===== src/rtl/pipe_ctrl_pkg.sv =====
// Shared decode constants, ALU/alu_src encodings, FSM state and control-bundle
// type for the ID-stage control unit.
package pipe_ctrl_pkg;

   localparam logic [5:0] OP_RTYPE = 6'h00;
   localparam logic [5:0] OP_J     = 6'h02;
   localparam logic [5:0] OP_ADDI  = 6'h08;
   localparam logic [5:0] OP_ANDI  = 6'h0C;
   localparam logic [5:0] OP_ORI   = 6'h0D;
   localparam logic [5:0] OP_LW    = 6'h23;
   localparam logic [5:0] OP_SW    = 6'h2B;

   localparam logic [5:0] FN_SLL = 6'h00;
   localparam logic [5:0] FN_SRL = 6'h02;
   localparam logic [5:0] FN_ADD = 6'h20;
   localparam logic [5:0] FN_SUB = 6'h22;
   localparam logic [5:0] FN_AND = 6'h24;
   localparam logic [5:0] FN_OR  = 6'h25;
   localparam logic [5:0] FN_NOR = 6'h27;

   localparam logic [3:0] ALU_ADD  = 4'h0;
   localparam logic [3:0] ALU_SUB  = 4'h1;
   localparam logic [3:0] ALU_SLL  = 4'h2;
   localparam logic [3:0] ALU_SRL  = 4'h3;
   localparam logic [3:0] ALU_PASS = 4'h5;
   localparam logic [3:0] ALU_AND  = 4'h8;
   localparam logic [3:0] ALU_OR   = 4'h9;
   localparam logic [3:0] ALU_NOR  = 4'hD;

   localparam logic [1:0] SRC_RT    = 2'd0;
   localparam logic [1:0] SRC_IMM   = 2'd1;
   localparam logic [1:0] SRC_SHAMT = 2'd2;

   typedef enum logic [1:0] {RUN, STALL, FLUSH} state_t;

   typedef struct packed {
      logic [1:0] alu_src;
      logic [3:0] alu_sel;
      logic       dst_sel;
      logic       wb_sel;
      logic       mem_rd;
      logic       mem_wr;
      logic       reg_wr;
   } ctrl_t;

   localparam ctrl_t CTRL_NOP = '0;

endpackage


===== src/rtl/pipe_ctrl_decode.sv =====
// Purely combinational opcode/funct decode into a control bundle, with jump
// and illegal-encoding indications.
module pipe_ctrl_decode
   import pipe_ctrl_pkg::*;
(
   input  logic [5:0] opcode,
   input  logic [5:0] funct,
   output ctrl_t      ctrl,
   output logic       is_jump,
   output logic       illegal
);

   always_comb begin
      ctrl    = CTRL_NOP;
      is_jump = 1'b0;
      illegal = 1'b0;
      case (opcode)
         OP_RTYPE: begin
            ctrl.alu_src = SRC_RT;
            ctrl.wb_sel  = 1'b1;
            ctrl.reg_wr  = 1'b1;
            case (funct)
               FN_ADD: ctrl.alu_sel = ALU_ADD;
               FN_SUB: ctrl.alu_sel = ALU_SUB;
               FN_AND: ctrl.alu_sel = ALU_AND;
               FN_OR:  ctrl.alu_sel = ALU_OR;
               FN_NOR: ctrl.alu_sel = ALU_NOR;
               FN_SLL: begin
                  ctrl.alu_sel = ALU_SLL;
                  ctrl.alu_src = SRC_SHAMT;
               end
               FN_SRL: begin
                  ctrl.alu_sel = ALU_SRL;
                  ctrl.alu_src = SRC_SHAMT;
               end
               default: begin
                  ctrl    = CTRL_NOP;
                  illegal = 1'b1;
               end
            endcase
         end
         OP_ADDI, OP_ANDI, OP_ORI: begin
            ctrl.alu_src = SRC_IMM;
            ctrl.dst_sel = 1'b1;
            ctrl.wb_sel  = 1'b1;
            ctrl.reg_wr  = 1'b1;
            ctrl.alu_sel = (opcode == OP_ADDI) ? ALU_ADD :
                           (opcode == OP_ANDI) ? ALU_AND : ALU_OR;
         end
         OP_LW: begin
            ctrl.alu_sel = ALU_ADD;
            ctrl.alu_src = SRC_IMM;
            ctrl.dst_sel = 1'b1;
            ctrl.mem_rd  = 1'b1;
            ctrl.reg_wr  = 1'b1;
         end
         OP_SW: begin
            ctrl.alu_sel = ALU_ADD;
            ctrl.alu_src = SRC_IMM;
            ctrl.mem_wr  = 1'b1;
         end
         OP_J:    is_jump = 1'b1;
         default: illegal = 1'b1;
      endcase
   end

endmodule


===== src/rtl/pipe_ctrl_unit.sv =====
// ID-stage control: registered control bundle, jump flush, sticky illegal flag
// and pipeline enables. Load-use stalling is built when PIPE_CTRL_HAZARD_EN is defined.
module pipe_ctrl_unit
   import pipe_ctrl_pkg::*;
#(
   parameter int OPCODE_W       = 6,
   parameter int REG_AW         = 5,
   parameter int ALU_SEL_W      = 4,
   parameter int JUMP_FLUSH_CYC = 1
) (
   input  logic                 clk,
   input  logic                 rst,
   input  logic                 instr_valid,
   input  logic [OPCODE_W-1:0]  opcode,
   input  logic [OPCODE_W-1:0]  funct,
   input  logic [REG_AW-1:0]    rs,
   input  logic [REG_AW-1:0]    rt,
   input  logic [REG_AW-1:0]    rd,
   output logic                 pc_enable,
   output logic                 sel_pc_jump,
   output logic                 if_id_enable,
   output logic                 if_id_flush,
   output logic                 id_exe_enable,
   output logic                 exe_mem_enable,
   output logic                 mem_wb_enable,
   output logic [1:0]           alu_src,
   output logic [ALU_SEL_W-1:0] alu_sel,
   output logic                 dst_sel,
   output logic                 wb_sel,
   output logic                 mem_rd,
   output logic                 mem_wr,
   output logic                 reg_wr,
   output logic [REG_AW-1:0]    dst_reg,
   output logic                 illegal_op
);

   localparam logic [2:0] FLUSH_LOAD = 3'(JUMP_FLUSH_CYC - 1);

   state_t              state_q, state_d;
   logic [2:0]          cnt_q, cnt_d;
   ctrl_t               ctrl_q, ctrl_d;
   logic [REG_AW-1:0]   dst_q, dst_d;
   logic                ill_q, ill_d;
   ctrl_t               dec_ctrl;
   logic                dec_jump, dec_illegal, hazard;
   logic                pc_en_c, ifid_en_c, jump_c, flush_c;

   pipe_ctrl_decode u_decode (
      .opcode  (opcode),
      .funct   (funct),
      .ctrl    (dec_ctrl),
      .is_jump (dec_jump),
      .illegal (dec_illegal)
   );

`ifdef PIPE_CTRL_HAZARD_EN
   logic              shd_ld_q;
   logic [REG_AW-1:0] shd_dst_q;
   logic              uses_rt;

   assign uses_rt = (opcode == OP_RTYPE) || (opcode == OP_SW);
   assign hazard  = instr_valid && shd_ld_q && (shd_dst_q != '0) &&
                    ((rs == shd_dst_q) || (uses_rt && (rt == shd_dst_q)));

   // Shadow follows whatever enters ID/EX, so a bubble clears the load flag.
   always_ff @(posedge clk or posedge rst) begin
      if (rst) begin
         shd_ld_q  <= 1'b0;
         shd_dst_q <= '0;
      end else begin
         shd_ld_q  <= ctrl_d.mem_rd;
         shd_dst_q <= rt;
      end
   end
`else
   logic unused_hazard_inputs;
   assign unused_hazard_inputs = ^rs;
   assign hazard = 1'b0;
`endif

   always_comb begin
      state_d   = state_q;
      cnt_d     = cnt_q;
      ctrl_d    = CTRL_NOP;
      dst_d     = '0;
      ill_d     = ill_q;
      pc_en_c   = 1'b1;
      ifid_en_c = 1'b1;
      jump_c    = 1'b0;
      flush_c   = 1'b0;
      case (state_q)
         FLUSH: begin
            flush_c = 1'b1;
            cnt_d   = cnt_q - 3'd1;
            if (cnt_q == 3'd1) state_d = RUN;
         end
         default: begin
            // STALL decides like RUN: the cleared shadow flag cannot re-stall.
            state_d = RUN;
            if (hazard) begin
               pc_en_c   = 1'b0;
               ifid_en_c = 1'b0;
               state_d   = STALL;
            end else if (instr_valid && dec_jump) begin
               jump_c  = 1'b1;
               flush_c = 1'b1;
               cnt_d   = FLUSH_LOAD;
               if (FLUSH_LOAD != 3'd0) state_d = FLUSH;
            end else if (instr_valid) begin
               if (dec_illegal) begin
                  ill_d = 1'b1;
               end else begin
                  ctrl_d = dec_ctrl;
                  dst_d  = dec_ctrl.dst_sel ? rt : rd;
               end
            end
         end
      endcase
   end

   always_ff @(posedge clk or posedge rst) begin
      if (rst) begin
         state_q <= RUN;
         cnt_q   <= '0;
         ctrl_q  <= CTRL_NOP;
         dst_q   <= '0;
         ill_q   <= 1'b0;
      end else begin
         state_q <= state_d;
         cnt_q   <= cnt_d;
         ctrl_q  <= ctrl_d;
         dst_q   <= dst_d;
         ill_q   <= ill_d;
      end
   end

   assign pc_enable      = pc_en_c & ~rst;
   assign if_id_enable   = ifid_en_c & ~rst;
   assign sel_pc_jump    = jump_c & ~rst;
   assign if_id_flush    = flush_c & ~rst;
   assign id_exe_enable  = ~rst;
   assign exe_mem_enable = ~rst;
   assign mem_wb_enable  = ~rst;

   assign alu_src    = ctrl_q.alu_src;
   assign alu_sel    = ALU_SEL_W'(ctrl_q.alu_sel);
   assign dst_sel    = ctrl_q.dst_sel;
   assign wb_sel     = ctrl_q.wb_sel;
   assign mem_rd     = ctrl_q.mem_rd;
   assign mem_wr     = ctrl_q.mem_wr;
   assign reg_wr     = ctrl_q.reg_wr;
   assign dst_reg    = dst_q;
   assign illegal_op = ill_q;

endmodule


===== config.mk =====
export PLATFORM = sky130hd
export DESIGN_NAME = pipe_ctrl_unit
export DESIGN_NICKNAME = d
export VERILOG_FILES = /design/src/rtl/pipe_ctrl_pkg.sv /design/src/rtl/pipe_ctrl_decode.sv /design/src/rtl/pipe_ctrl_unit.sv
export SDC_FILE = /design/constraint.sdc
export NUM_CORES = 1
export LEC_CHECK = 0
export ABC_AREA = 0
export CELL_PAD_IN_SITES_DETAIL_PLACEMENT = 1
export CELL_PAD_IN_SITES_GLOBAL_PLACEMENT = 1
export CORE_MARGIN = 5
export CORE_UTILIZATION = 37
export DETAILED_ROUTE_END_ITERATION = 6
export DONT_BUFFER_PORTS = 1
export PLACE_DENSITY = 0.64
export SYNTH_ARGS = -nofsm -noshare
export SYNTH_HDL_FRONTEND = slang
export SYNTH_SLANG_ARGS = --single-unit
export TNS_END_PERCENT = 30

===== constraint.sdc =====
create_clock -name clk -period 3.43 [get_ports clk]
set_clock_uncertainty 0.15 [all_clocks]
set_input_delay 0.686 -clock clk [delete_from_list [all_inputs] [get_ports clk]]
set_output_delay 0.686 -clock clk [all_outputs]
set_load 0.005 [all_outputs]

Word level (Yosys, flattened, before mapping)
Cells that the tools add are included.
- add/subtract/negate cells: 1
- bitwise gates (word level): 5
- multiplexer cells: 30
- eq/ne operators: 15
- reduce and logical (&&, ||, !) cells: 11
- operator list (operator ; number):
    $mux W11 ; 4
    $eq A6 B6 Y1 const B ; 7
    $mux W5 ; 5
    $pmux W4 S6 ; 1
    $eq A6 B4 Y1 const B ; 3
    $pmux W6 S3 ; 1
    $eq A6 B2 Y1 const B ; 2
    $logic_not A6 Y1 ; 2
    $pmux W1 S2 ; 6
    $mux W4 ; 2
    $reduce_or A7 Y1 ; 1
    $mux W1 ; 6
    $mux W2 ; 3
    $mux W3 ; 2
    $reduce_or A6 Y1 ; 1
    $reduce_and A4 Y1 ; 1
    $reduce_or A2 Y1 ; 2
    $reduce_or A4 Y1 ; 1
    $eq A3 B1 Y1 const B ; 1
    $not A1 Y1 ; 3
    $reduce_or A3 Y1 ; 1
    $sub A3 B1 Y3 const B ; 1
    $and A1 B1 Y1 ; 2
    $eq A2 B2 Y1 const B ; 1
    3 further kinds ; 3
- word-level logic and storage cells: 73
- register bits after elaboration: 22
- output and inout bits: 24

Longest topological paths before layout
- depth in word-level cells: 8
- gate-level depth with buffers: 6
- depth with buffers taken out: 4

By module
From an unflattened synthesis, not the netlist that was laid out.
- cells, all modules: 91
- area total of the unflattened synthesis: 950.9 µm²
- by module, submodules not included (module ; cells each ; area an instance (µm²) ; sequential area each (µm²) ; instances):
    pipe_ctrl_unit ; 51 ; 656.9 ; 425.4 ; 1
    pipe_ctrl_decode ; 40 ; 294.0 ; 0.0 ; 1

Worst setup path before layout
OpenSTA, ideal clock, no wires.
- path type: input to output
- from: input opcode[3]
- to: output sel_pc_jump
- arrival: 1.461 ns
- data required time: 2.594 ns
- stages on the path: 4
- setup slack: 1.133 ns
- cells stage by stage: nor3_1 nand3_1 nor3b_1 buf_4
- word-level cells in the longest chain between the ends: 6
- RTL lines (item ; line ; source):
    from (decl) ; pipe_ctrl_unit.sv:14 ; input logic [OPCODE_W-1:0] opcode,
    $eq A6 B2 Y1 ; pipe_ctrl_decode.sv:17 ; case (opcode)
    $mux W1 ; pipe_ctrl_decode.sv:17 ;
    $logic_and A1 B1 Y1 ; pipe_ctrl_unit.sv:104 ; end else if (instr_valid && dec_jump) begin
    $mux W1 ; pipe_ctrl_unit.sv:104 ;
    $mux W1 ; pipe_ctrl_unit.sv:91 ; case (state_q)
    $and A1 B1 Y1 ; pipe_ctrl_unit.sv:139 ; assign sel_pc_jump = jump_c & ~rst;
    to (decl) ; pipe_ctrl_unit.sv:20 ; output logic sel_pc_jump,
No other way between the ends.

Worst setup path after layout
Ends and elaborated chain as after synthesis.

==> results by group <==
Setup path
  – CP Cell Sequence: nor3_1 -> nand3_1 -> nor3b_1
  – Max FO, Critical Path: 7
  – CP peak stage delay: 0.37 ns
  – WP buf/inv: 0
  – Element type at the critical path end: output port
  – Critical setup path kind: primary input to output port
  – Critical Path AT: 1.44 ns
  – Top delay family on crit path: simple AND/OR/NAND/NOR gates
  – WP data required: 2.59 ns
  – Slowest CP cell: nor3b_1
  – Startpoint types: primary input

Pwr
  – Pwr dens: 384 nW/µm²
  – Net Switching: 82.6 µW
  – Leak: 0.000361 µW
  – Pwr Total: 336 µW
  – Switch share: 24.6%
  – Comb power frac: 8.4%
  – Int Pwr: 253 µW
  – Clock power share: 31.3%
  – VDD IR max: 0.157 mV
  – Seq pwr share: 60.2%

Synth
  – Cell variety after synth: 27
  – Yosys warning total: 0
  – Syn Inst Count: 87
  – Synthesized area per cell: 10.2 µm²
  – Post-Syn Nets: 117
  – Sequential share of the synthesized area: 48.1%
  – Synth Cell Area: 885 µm²
  – #FFs+latches synth: 17

GRT
  – Tot GR Track Use: 12.9%
  – Total gr overflow: 0
  – Vias in the first global route: 707
  – First-pass GRT wire length: 3310 µm
  – Initial antenna violation count: 0
  – Pin count of the biggest net entering global routing: 18

Die
  – Initial Utilization: 39.2%
  – Die area: 3470 µm²
  – Core Area: 2250 µm²
  – # IOs: 54
  – FP Rows: 17
  – Die Ht: 58.9 µm
  – Die Wd: 58.9 µm

Drt
  – Via count: 645
  – DRC viols: 0
  – Routed Antenna Nets: 0
  – DRT Wirelength: 2090 µm
  – 1st-iter DRT viols: 17
  – Detailed-router iteration count before antenna repair: 4
  – Via-to-Cell Ratio: 5.86
  – DR WL/cell: 19.0 µm

Final layout
  – Share of layout cells above drive strength 1: 20.7%
  – Antenna diodes: 0
  – Most frequent cells in the layout: dfrtp_1 (17), nor2_1 (8), nand3_1 (8), nor3_2 (6)
  – Commonest non-fill, non-tap cell in the layout: dfrtp_1
  – Number of flip-flops in the largest register: 5
  – Fin nets: 113
  – Syn-to-layout area delta: -0.990%

Timing
  – Least-Margin Pin Slew: 0.762 ns
  – Max_slew headroom: 49.0%
  – Max Clock Freq: 439 MHz
  – Slew Limit Fails: 0
  – Tmin final: 2.28 ns
  – RSZ-0062 raised after global routing: no
  – Hold Violations, Final: 0
  – Endpoints failing setup: 0
  – Tcrit/Tclk final: 66.4%
  – Final setup TNS: 0 ns

CTS
  – CTS Buffer Depth: 2
  – Total clock sinks: 17
  – Post-CTS Hold Buffers: 0
  – CTS Buf Count: 3
  – CTS tree: yes
  – Latest clock arrival within the worst-skew pair: 0.28 ns
  – H-tree depth: 1
  – Postcts setup bufs: 0
  – CTS resizes: 0
  – Root buf cell: clkbuf_4
  – Clk slew on worst S/H paths: 0.10 ns

Hold path
  – Worst min path class: primary input to flip-flop

Placement
  – DP HPWL: 1650 µm
  – Port-buffer cells: 0
  – Final GP Congestion: 0.688

Run status
  – Status: completed

Flow run
  – MaxCap Viol Count: 0
## metal layers
layer	routed length (µm)	global-route usage [%]
met5	0	0
met4	27	5.83
met3	184	3.51
met2	1080	22.1
met1	804	14.9
## cells in the mapped netlist
master	number	share of area (%)
a21oi_1	2	1.1
nand2b_1	1	0.71
inv_1	1	0.42
nand2_1	4	1.7
buf_4	7	5.9
nand4b_1	1	0.99
dfrtp_1	17	48
nor3b_1	1	0.85
o21ai_0	5	2.8
buf_6	2	2.5
a31o_2	1	0.99
nand3b_1	1	0.85
nor3_2	6	6.8
o22ai_1	1	0.71
a211oi_2	1	1.4
nor2_1	8	3.4
clkbuf_1	1	0.42
nand3_1	8	4.5
a211oi_1	5	4.2
or3_2	1	0.85
a21o_1	1	0.85
a22oi_1	1	0.85
and3_2	2	1.7
and3_1	2	1.4
nor2b_1	1	0.71
a211oi_4	1	2.3
nor3_1	5	2.8
## path summary, 6_finish.rpt
| kind | start | to | slack [ns] | cells past startpoint |
|---|---|---|---|---|
| max in group asynchronous | rst | mem_rd | 2.55 | 2 |
| max reg2reg | illegal_op | illegal_op | 2.55 | 1 |
| min | opcode[3] | mem_wr | 0.37 | 2 |
| min in group asynchronous | rst | mem_wr | 0.39 | 2 |
| min reg2reg | illegal_op | illegal_op | 0.38 | 1 |
| max | opcode[3] | sel_pc_jump | 1.15 | 3 |
## per-stage QoR
| stage | std cells | hold slack, ns | utilization [%] | setup WS, ns | instance area, µm² |
|---|---|---|---|---|---|
| after global placement | 106 | 0.347 | 37.6 | 1.13 | 848 |
| after floorplan | 87 | 0.316 | - | 1.13 | 885 |
| after CTS | 110 | 0.362 | 38.8 | 1.12 | 876 |
| after detailed placement | 106 | 0.357 | 37.6 | 1.13 | 848 |
| after global routing | 110 | 0.365 | 38.8 | 1.02 | 876 |
| final | 110 | 0.367 | 38.8 | 1.15 | 876 |
## power by group through the flow
stage	clock, µW	combinational (µW)	sequential, µW
4_1_cts	109	29.1	202
3_3_place_gp	0	28.1	206
2_1_floorplan	0	28.3	206
5_1_grt	123	32.6	203
3_5_place_dp	0	29.1	206
6_report	105	28.3	202
## cells by family (layout without fill, tap and decap cells)
logic type | after synthesis | in the layout | share of synthesized area, %
simple gates | 41 | 41 | 27.3
flops | 17 | 17 | 48.1
buf+inv | 11 | 6 | 9.33
compound gates | 18 | 18 | 15.3
## final cells by class
type	instances	area, µm²
Clock buffer	3	22.5
Sequential cell	17	425
Inverter	1	3.75
Tap cell	28	35.0
Clock inverter	1	5.00
Timing Repair Buffer	1	7.51
Multi-Input combinational cell	59	377
Fill cell	277	1380
(Power assumes the default switching activity.)
